--- config.mk ---
export PLATFORM = sky130hd
export DESIGN_NAME = aes_key_queue
export DESIGN_NICKNAME = d
export VERILOG_FILES = /design/src/rtl/aes_key_queue.sv
export SDC_FILE = /design/constraint.sdc
export NUM_CORES = 1
export LEC_CHECK = 0
export ABC_AREA = 1
export CORE_AREA = 3 3 181 183
export DETAILED_ROUTE_END_ITERATION = 10
export DIE_AREA = 0 0 184 186
export HOLD_SLACK_MARGIN = 0.05
export MAX_ROUTING_LAYER = met4
export PLACE_DENSITY_LB_ADDON = 0.25
export RECOVER_POWER = 50
export SYNTH_ARGS = -nofsm -noshare
export SYNTH_HDL_FRONTEND = slang
export SYNTH_SLANG_ARGS = --single-unit
--- constraint.sdc ---
create_clock -name clock -period 3.6 [get_ports clock]
set_clock_uncertainty 0.15 [all_clocks]
set_input_delay 0.36 -clock clock [delete_from_list [all_inputs] [get_ports clock]]
set_output_delay 0.36 -clock clock [all_outputs]
set_load 0.05 [all_outputs]
--- src/rtl/aes_key_queue.sv ---
// aes_key_queue
// Fixed-latency shift-register queue of 128-bit AES round-key words, sitting
// between the key source and the round datapath. Every clock edge one word
// enters the tail and every stored word moves one stage toward the head.
//
// Ports
//   clock     : rising-edge clock
//   reset_n   : synchronous active-low reset
//   in        : 128-bit word written into the tail every cycle (byte 0 = [127:120])
//   K0..KF    : head word bytes (stage DEPTH-1), K0 = head[127:120]
//   G0..GF    : next-oldest word bytes (stage DEPTH-2), same byte order
//   Rcon_out  : AES round constant paired with the head word
//   empty     : 1 while the head stage holds no valid word
module aes_key_queue #(
    parameter int DEPTH = 4
) (
    input  logic         clock,
    input  logic         reset_n,
    input  logic [127:0] in,
    output logic [7:0]   K0,
    output logic [7:0]   K1,
    output logic [7:0]   K2,
    output logic [7:0]   K3,
    output logic [7:0]   K4,
    output logic [7:0]   K5,
    output logic [7:0]   K6,
    output logic [7:0]   K7,
    output logic [7:0]   K8,
    output logic [7:0]   K9,
    output logic [7:0]   KA,
    output logic [7:0]   KB,
    output logic [7:0]   KC,
    output logic [7:0]   KD,
    output logic [7:0]   KE,
    output logic [7:0]   KF,
    output logic [7:0]   G0,
    output logic [7:0]   G1,
    output logic [7:0]   G2,
    output logic [7:0]   G3,
    output logic [7:0]   G4,
    output logic [7:0]   G5,
    output logic [7:0]   G6,
    output logic [7:0]   G7,
    output logic [7:0]   G8,
    output logic [7:0]   G9,
    output logic [7:0]   GA,
    output logic [7:0]   GB,
    output logic [7:0]   GC,
    output logic [7:0]   GD,
    output logic [7:0]   GE,
    output logic [7:0]   GF,
    output logic [7:0]   Rcon_out,
    output logic         empty
);

    logic [127:0]     stage_q [DEPTH];
    logic [127:0]     stage_d [DEPTH];
    logic [DEPTH-1:0] valid_q;
    logic [DEPTH-1:0] valid_d;
    logic [3:0]       rcon_idx_q;
    logic [3:0]       rcon_idx_d;

    logic [127:0]     head;
    logic [127:0]     next_word;
    logic [7:0]       rcon_lut;

    always_comb begin
        stage_d[0] = in;
        for (int i = 1; i < DEPTH; i++) begin
            stage_d[i] = stage_q[i-1];
        end
        valid_d = {valid_q[DEPTH-2:0], 1'b1};

        // The index sits at 0 until the head has been valid for one edge, so
        // the first valid head is paired with 0x01; it then steps every edge.
        if (valid_q[DEPTH-1]) begin
            rcon_idx_d = (rcon_idx_q == 4'd9) ? 4'd0 : rcon_idx_q + 4'd1;
        end else begin
            rcon_idx_d = 4'd0;
        end
    end

    always_ff @(posedge clock) begin
        if (!reset_n) begin
            for (int i = 0; i < DEPTH; i++) begin
                stage_q[i] <= '0;
            end
            valid_q    <= '0;
            rcon_idx_q <= 4'd0;
        end else begin
            for (int i = 0; i < DEPTH; i++) begin
                stage_q[i] <= stage_d[i];
            end
            valid_q    <= valid_d;
            rcon_idx_q <= rcon_idx_d;
        end
    end

    always_comb begin
        case (rcon_idx_q)
            4'd0:    rcon_lut = 8'h01;
            4'd1:    rcon_lut = 8'h02;
            4'd2:    rcon_lut = 8'h04;
            4'd3:    rcon_lut = 8'h08;
            4'd4:    rcon_lut = 8'h10;
            4'd5:    rcon_lut = 8'h20;
            4'd6:    rcon_lut = 8'h40;
            4'd7:    rcon_lut = 8'h80;
            4'd8:    rcon_lut = 8'h1B;
            4'd9:    rcon_lut = 8'h36;
            default: rcon_lut = 8'h00;
        endcase
    end

    assign empty    = ~valid_q[DEPTH-1];
    assign Rcon_out = empty ? 8'h00 : rcon_lut;

    assign head = stage_q[DEPTH-1];
    // Masked by its valid bit so G reads zero until a real word arrives,
    // independent of the stage register's power-up contents.
    assign next_word = valid_q[DEPTH-2] ? stage_q[DEPTH-2] : 128'h0;

    assign K0 = head[127:120];
    assign K1 = head[119:112];
    assign K2 = head[111:104];
    assign K3 = head[103:96];
    assign K4 = head[95:88];
    assign K5 = head[87:80];
    assign K6 = head[79:72];
    assign K7 = head[71:64];
    assign K8 = head[63:56];
    assign K9 = head[55:48];
    assign KA = head[47:40];
    assign KB = head[39:32];
    assign KC = head[31:24];
    assign KD = head[23:16];
    assign KE = head[15:8];
    assign KF = head[7:0];

    assign G0 = next_word[127:120];
    assign G1 = next_word[119:112];
    assign G2 = next_word[111:104];
    assign G3 = next_word[103:96];
    assign G4 = next_word[95:88];
    assign G5 = next_word[87:80];
    assign G6 = next_word[79:72];
    assign G7 = next_word[71:64];
    assign G8 = next_word[63:56];
    assign G9 = next_word[55:48];
    assign GA = next_word[47:40];
    assign GB = next_word[39:32];
    assign GC = next_word[31:24];
    assign GD = next_word[23:16];
    assign GE = next_word[15:8];
    assign GF = next_word[7:0];

endmodule

==> reports/qor.yml, run 1 <==
cells_and_area:
  syn_to_final_growth_pct: 35.4
  final_area_um2: 22000
  nets: 2472
  drive_gt1_share_pct: 3.91
  fin_cells: 2784
timing:
  period_share_pct: 83.4
  drv_slew: 120
  fmax_ghz: 0.333
  worst_pin_slew_ns: 2.34
  finalHoldViolCount: 0
  setup_viol_count_final: 0
  rsz0062_at_grt: "false"
  relSlewSlack_pct: -56.2
  period_needed_ns: 3.00
  finalWorstSetupSlack_ns: 0.598
  tns_ns: 0
critical_path:
  start_kind: "register"
  critPathArrivalTime_ns: 2.49
  worstPathCellList: "buf_4, nand2_1, inv_1, clkdlybuf4s50_1"
  crit_required_ns: 3.09
  r2r_start: "valid_q[3]"
  cp.buffers_inverters: 3
  r2r_end: "rcon_lut[6]"
  rrSetupSlack_ns: 1.88
  cpPeakStageDelay_ns: 0.82
  cp_slowest_cell: "clkdlybuf4s50_1"
  r2r_cells: 6
  critPathKind: "register to primary output"
  cp_max_fo: 32
  endpoint_kind: "primary output"
  cp_top_family: "buffers and inverters"
global_routing:
  grt.met3_usage_pct: 5.55
  busiest_layer: "met2"
  grt_use_met1_pct: 20.4
  grt-ovfl-total: 0
  use_met2_pct: 33.5
  antenna_found_initial: 3
  grt_max_degree: 126
  grt_first_pass_wirelength_mm: 50.8
  grt_pass1_vias: 10700
  grt_use_total_pct: 19.0
clocking:
  cts_max_level: 2
  cts.sinks: 528
  cts_root_buf: "clkbuf_16"
  post_cts_resized: 0
  cts.path.max_buffers: 3
  clk_pin_slew_ns: 0.06
  hold_buffers: 0
  cts_tree: "built"
  numCtsBuffers: 50
  insertion_delay_ns: 0.54
  cts_setup_buffers: 0
routing:
  drt_iter0_markers: 456
  viasPerCell: 4.04
  firstDrtPassIters: 4
  drcViolationCount: 0
  wl_mm: 32.3
  antenna_left: 0
  wl_per_cell_um: 11.6
  vias: 11200
place:
  place_ws_ns: 1.14
  port_buffers: 394
  gp_congestion: 0.810
  dp_cells: 2690
  dp_hpwl_mm: 22.5
  dpl_cell_area_um2: 20300
floorplan:
  fp.dieW_um: 184
  chipHeight_um: 186
  rows: 65
  top_level_ports: 395
  dieArea_um2: 34200
  start_util_pct: 51.7
  coreArea_um2: 31400
synth:
  syn_nets: 2090
  synth.area.top_cells: "dfxtp_1 (65%), nand2_1 (15%), inv_1 (15%)"
  avgSynthCellArea_um2: 8.28
  seq_area_frac_synth_pct: 65.2
  synth_cells: 1958
  syn-cell-area_um2: 16200
  synth-warning-count: 0
  synth_top_area_cell: "dfxtp_1"
  ys_ff_latch: 528
  synth_top_area_share_pct: 65.2
  synth_cell_types: 19
worst_hold_path:
  holdPathStages: 3
  min_to: "stage_q[0][120]"
  worstHoldStart: "in[120]"
  hold_path.class: "primary input to register"
run_status:
  status: "complete, but fails checks"
  failed_checks: "max-capacitance violations, max-slew violations"
pwr:
  p_per_area_nw_per_um2: 543
  clockPowerShare_pct: 43.9
  internal_power_mw: 9.45
  max-vdd-ir-drop_uv: 455
  p_total_mw: 11.9
  pwr-share-comb_pct: 4.9
  p_sw_mw: 2.48
  p_leak_nw: 13.5
  switching_share_pct: 20.8
  pwr-share-seq_pct: 51.2
job:
  cap_viol_max_count: 1
## cell usage after synthesis (all sizes together)
cell	number
nand2	668
o211ai	1
ha	2
dfxtp	528
clkbuf	1
inv	665
nor3	1
nor2	7
nand4	2
nand3	11
clkinv	1
buf	71
## routing by layer
metal	share of wire (%)	vias up	wire (um)
met1	40	4869	13100
met3	7.5	66	2410
met2	49	318	15900
met4	2.9	0	932
met5	0	-	0
li1	-	5988	-
## metrics by stage
| step | hold WS (ns) | utilization (%) |
|---|---|---|
| 6_report | 0.189 | 70.0 |
| 5_1_grt | 0.172 | 70.0 |
| 4_1_cts | 0.146 | 70.1 |
| 3_5_place_dp | 0.245 | 64.7 |
| 3_3_place_gp | 0.241 | 64.7 |
| 2_1_floorplan | 0.238 | - |
## worst max-delay path by stage
stage                     slack (ns)              to  cells past startpoint  startpoint
after floorplan                 2.05           G1[0]                      4  valid_q[2]
after global routing            0.31  stage_q[3][87]                      4     reset_n
after global placement          1.17           G0[2]                      4  valid_q[2]
final                           0.60           G9[2]                      4  valid_q[2]
after detailed placement        1.14           G9[2]                      4  valid_q[2]
after CTS                       0.55           G6[1]                      4  valid_q[2]
## worst reg2reg max path, cell delays in order, from the launching register on
cell and delay, ns:
dfxtp_1 0.51, nand2_1 0.11, clkinvlp_2 0.26, nand3_1 0.27, nor2_2 0.23, inv_2 0.05, nor2_1 0.08
## power by group through the flow
stage | sequential, mW | clock, mW | combinational, mW
global placement | 6.24 | 0 | 0.574
floorplan | 6.30 | 0 | 0.278
global route | 6.13 | 5.62 | 0.649
finish | 6.11 | 5.23 | 0.585
CTS | 6.11 | 5.36 | 0.593
detailed placement | 6.24 | 0 | 0.588
## state kept, by name, indices dropped and copies added, names as in the netlist
name        count
valid_q         4
stage_q       512
rcon_idx_q      4
rcon_lut        8
## cell type report
type | count | area [um^2]
tap | 402 | 503
clock buffer | 80 | 1550
clock inverter | 11 | 136
inverter | 666 | 2500
antenna | 3 | 7.51
multi-input combinational | 692 | 2670
fill | 2384 | 9430
timing repair buffer | 402 | 4030
sequential | 528 | 10600
## cells in the final DEF, fill, tap and decap left out, types with 2 or more instances in the layout
master,netlist,routed
nand2_1,666,667
inv_1,663,663
dfxtp_1,528,527
clkdlybuf4s50_1,0,393
clkbuf_16,0,53
clkbuf_1,1,17
clkbuf_8,0,12
nand3_1,7,9
clkinv_2,0,6
nor2_1,4,4
diode_2,0,3
nor2_2,3,3
bufinv_16,0,3
buf_12,0,3
inv_2,2,2
nand4_1,2,2
ha_1,2,2
clkbuf_2,0,2
buf_4,34,2
## kinds of logic after synthesis
family          synth area share [%]
buf+inv                         18.3
simple gates                    16.4
flops                           65.2
fa+ha+maj                      0.154
compound gates                0.0463
No activity file was read; power rests on OpenSTA's default activity.
==> inputs of run 2 (changes only) <==
--- a/config.mk
+++ b/config.mk
@@ -6,9 +6,9 @@
 export NUM_CORES = 1
 export LEC_CHECK = 0
 export ABC_AREA = 1
-export CORE_AREA = 3 3 181 183
+export CORE_AREA = 3 3 186 188
 export DETAILED_ROUTE_END_ITERATION = 10
-export DIE_AREA = 0 0 184 186
+export DIE_AREA = 0 0 189 191
 export HOLD_SLACK_MARGIN = 0.05
 export MAX_ROUTING_LAYER = met4
 export PLACE_DENSITY_LB_ADDON = 0.25
==> constraint.sdc (replaced) <==
create_clock -name clock -period 3.15 [get_ports clock]
set_clock_uncertainty 0.15 [all_clocks]
set_input_delay 0.315 -clock clock [delete_from_list [all_inputs] [get_ports clock]]
set_output_delay 0.315 -clock clock [all_outputs]
set_load 0.05 [all_outputs]
==> run 2 against run 1 <==
  * The flow still finishes with violations (max-capacitance violations, max-slew violations)
  * Final cell count is 1.5% higher
  * First-iteration DRC count is 11% higher
  * Combinational power is 15% higher
  * Utilization is 3.5 points lower
  * Die area is 5.5% higher
  * Register-to-register slack worse by 0.35 ns
  * Clock-buffer cell count is 15 lower
  * Highest routed layer unchanged
==> reports/qor.yml, run 2 (synthesis gave the netlist of run 1 again) <==
critical_path:
  cpPeakStageDelay_ns: 0.80  # -0.02 ns
  startpoint: "valid_q[2]"
  crit_required_ns: 2.68  # -0.41 ns
  critPathArrivalTime_ns: 2.51  # +0.02 ns
  worstPathCellList: "buf_12, nand2_1, inv_1, clkdlybuf4s50_1"
  endpoint_kind: "primary output"
  start_kind: "register"
  r2r_start: "valid_q[3]"
  cp_slowest_cell: "clkdlybuf4s50_1"
  cp_max_fo: 53  # +66%
  critPathKind: "register to primary output"
clocking:
  post_cts_resized: 0  # unchanged
  cts_max_level: 2  # unchanged
  insertion_delay_ns: 0.54  # about the same
  cts.sinks: 528  # unchanged
  cts_tree: "built"
  numCtsBuffers: 50  # unchanged
  clk_pin_slew_ns: 0.06  # about the same
  hold_buffers: 1  # +1
  cts.path.max_buffers: 3  # unchanged
  cts_root_buf: "clkbuf_16"
  cts_setup_buffers: 0  # unchanged
cells_and_area:
  largest_reg_flops: 512  # unchanged
  final_common_cell: "nand2_1"
  syn_to_final_growth_pct: 36.3
  final_cell_mix: "nand2_1 (667), inv_1 (663), dfxtp_1 (527)"
  fin_cells: 2827  # +1.5%
  drive_gt1_share_pct: 4.25  # +0.34 points
  nets: 2472  # unchanged
  top_register: "stage_q"
floorplan:
  start_util_pct: 48.7  # -2.9 points
  coreArea_um2: 33300  # +6.0%
  rows: 67  # +3.1%
  fp.dieW_um: 189  # +2.7%
  dieArea_um2: 36100  # +5.5%
  top_level_ports: 395  # unchanged
  chipHeight_um: 191  # +2.7%
routing:
  antenna_left: 0  # unchanged
  firstDrtPassIters: 5  # +1
  wl_mm: 31.9  # -1.3%
  drcViolationCount: 0  # unchanged
  viasPerCell: 3.96  # -1.9%
  drt_iter0_markers: 506  # +11%
  vias: 11200  # -0.41%
  wl_per_cell_um: 11.3  # -2.8%
place:
  dp_hpwl_mm: 22.0  # -2.2%
  dp_cells: 2735  # +1.7%
  port_buffers: 394  # unchanged
  gp_congestion: 0.845  # +4.4%
run_status:
  status: "complete, but fails checks"
  failed_checks: "max-capacitance violations, max-slew violations"
timing:
  worst_pin_slew_ns: 1.75  # -0.598 ns
  period_needed_ns: 2.97
  rsz0062_at_grt: "false"
  drv_slew: 81  # -33%
  finalHoldViolCount: 0  # unchanged
  period_share_pct: 94.4
  tns_ns: 0  # unchanged
  relSlewSlack_pct: -16.3  # +40 points
  setup_viol_count_final: 0  # unchanged
  fmax_ghz: 0.336
pwr:
  max-vdd-ir-drop_uv: 522  # +15%
  p_leak_nw: 13.5  # +0.31%
  p_per_area_nw_per_um2: 623  # +15%
worst_hold_path:
  hold_path.class: "primary input to register"
  worstHoldStart: "in[29]"
global_routing:
  grt_first_pass_wirelength_mm: 50.4  # -0.70%
  antenna_found_initial: 1  # -2
  grt_pass1_vias: 10600  # -1.4%
  grt_max_degree: 118  # -6.3%
  grt_use_total_pct: 17.7  # -1.2 points
  grt-ovfl-total: 0  # unchanged
job:
  cap_viol_max_count: 1  # unchanged
run 2: cell count changes in the layout (fill, tap and decap cells not counted), sizes merged:
cell | previous run | this run
clkinv | 7 | 13
bufinv | 3 | 7
dlygate4sd3 | 0 | 1
clkinvlp | 2 | 3
clkbuf | 84 | 66
inv | 665 | 668
buf | 5 | 7
diode | 3 | 1
run 2: report_power, final:
group / internal [mW] / switching (mW)
clock: 3.71 / 2.41
sequential: 6.90 / 0.0803
combinational: 0.293 / 0.380
total: 10.9 / 2.87
run 2: cell type report:
type	instances	area, um^2
clock inverters	25	318
flip-flops and latches	528	10600
well taps	448	561
multi-input cells	692	2680
diodes	1	2.50
inverters	666	2500
repair buffers	402	4070
fillers	2665	11200
clock buffers	65	1400
run 2: worst paths after layout:
check,endpoint,slack [ns],cells after the start
worst max-delay path,G4[5],0.18,4
worst min-delay path,stage_q[0][29],0.15,3
worst max register to register,rcon_lut[2],1.53,6
worst min register to register,stage_q[1][80],0.25,2
run 2: critical path, delay by kind of cell (launching register included):
family / cells / cell delay (ns)
DFF: 1 / 0.66
buffers and inverters: 3 / 1.18
and+or+nand+nor: 1 / 0.11
run 2: stage by stage:
step | utilization (%) | hold slack (ns) | setup slack [ns] | area [um^2] | power [mW]
6_report | 66.4 | 0.145 | 0.178 | 22100 | 13.8
5_1_grt | 66.4 | 0.126 | 0.0451 | 22100 | 14.3
4_1_cts | 66.5 | 0.113 | 0.125 | 22100 | 14.0
3_5_place_dp | 61.3 | 0.245 | 0.732 | 20400 | 7.81
3_3_place_gp | 61.3 | 0.241 | 0.749 | 20400 | 7.79
2_1_floorplan | - | 0.193 | 1.65 | 16200 | 7.52
run 2: per-layer routing:
metal / track usage (%) / wire length (um) / vias to the layer above
met3: 4.80 / 2450 / 64
li1: - / - / 5990
met4: 5.87 / 903 / 0
met5: - / 0 / -
met2: 30.5 / 15400 / 310
met1: 20.1 / 13200 / 4831
==> inputs of run 3 (changes only) <==
--- a/config.mk
+++ b/config.mk
@@ -13,6 +13,7 @@
 export MAX_ROUTING_LAYER = met4
 export PLACE_DENSITY_LB_ADDON = 0.25
 export RECOVER_POWER = 50
+export SLEW_MARGIN = 0
 export SYNTH_ARGS = -nofsm -noshare
 export SYNTH_HDL_FRONTEND = slang
 export SYNTH_SLANG_ARGS = --single-unit
==> results of run 3 <==
Same layout as run 2: the final DEF is identical, and so are final timing and power.
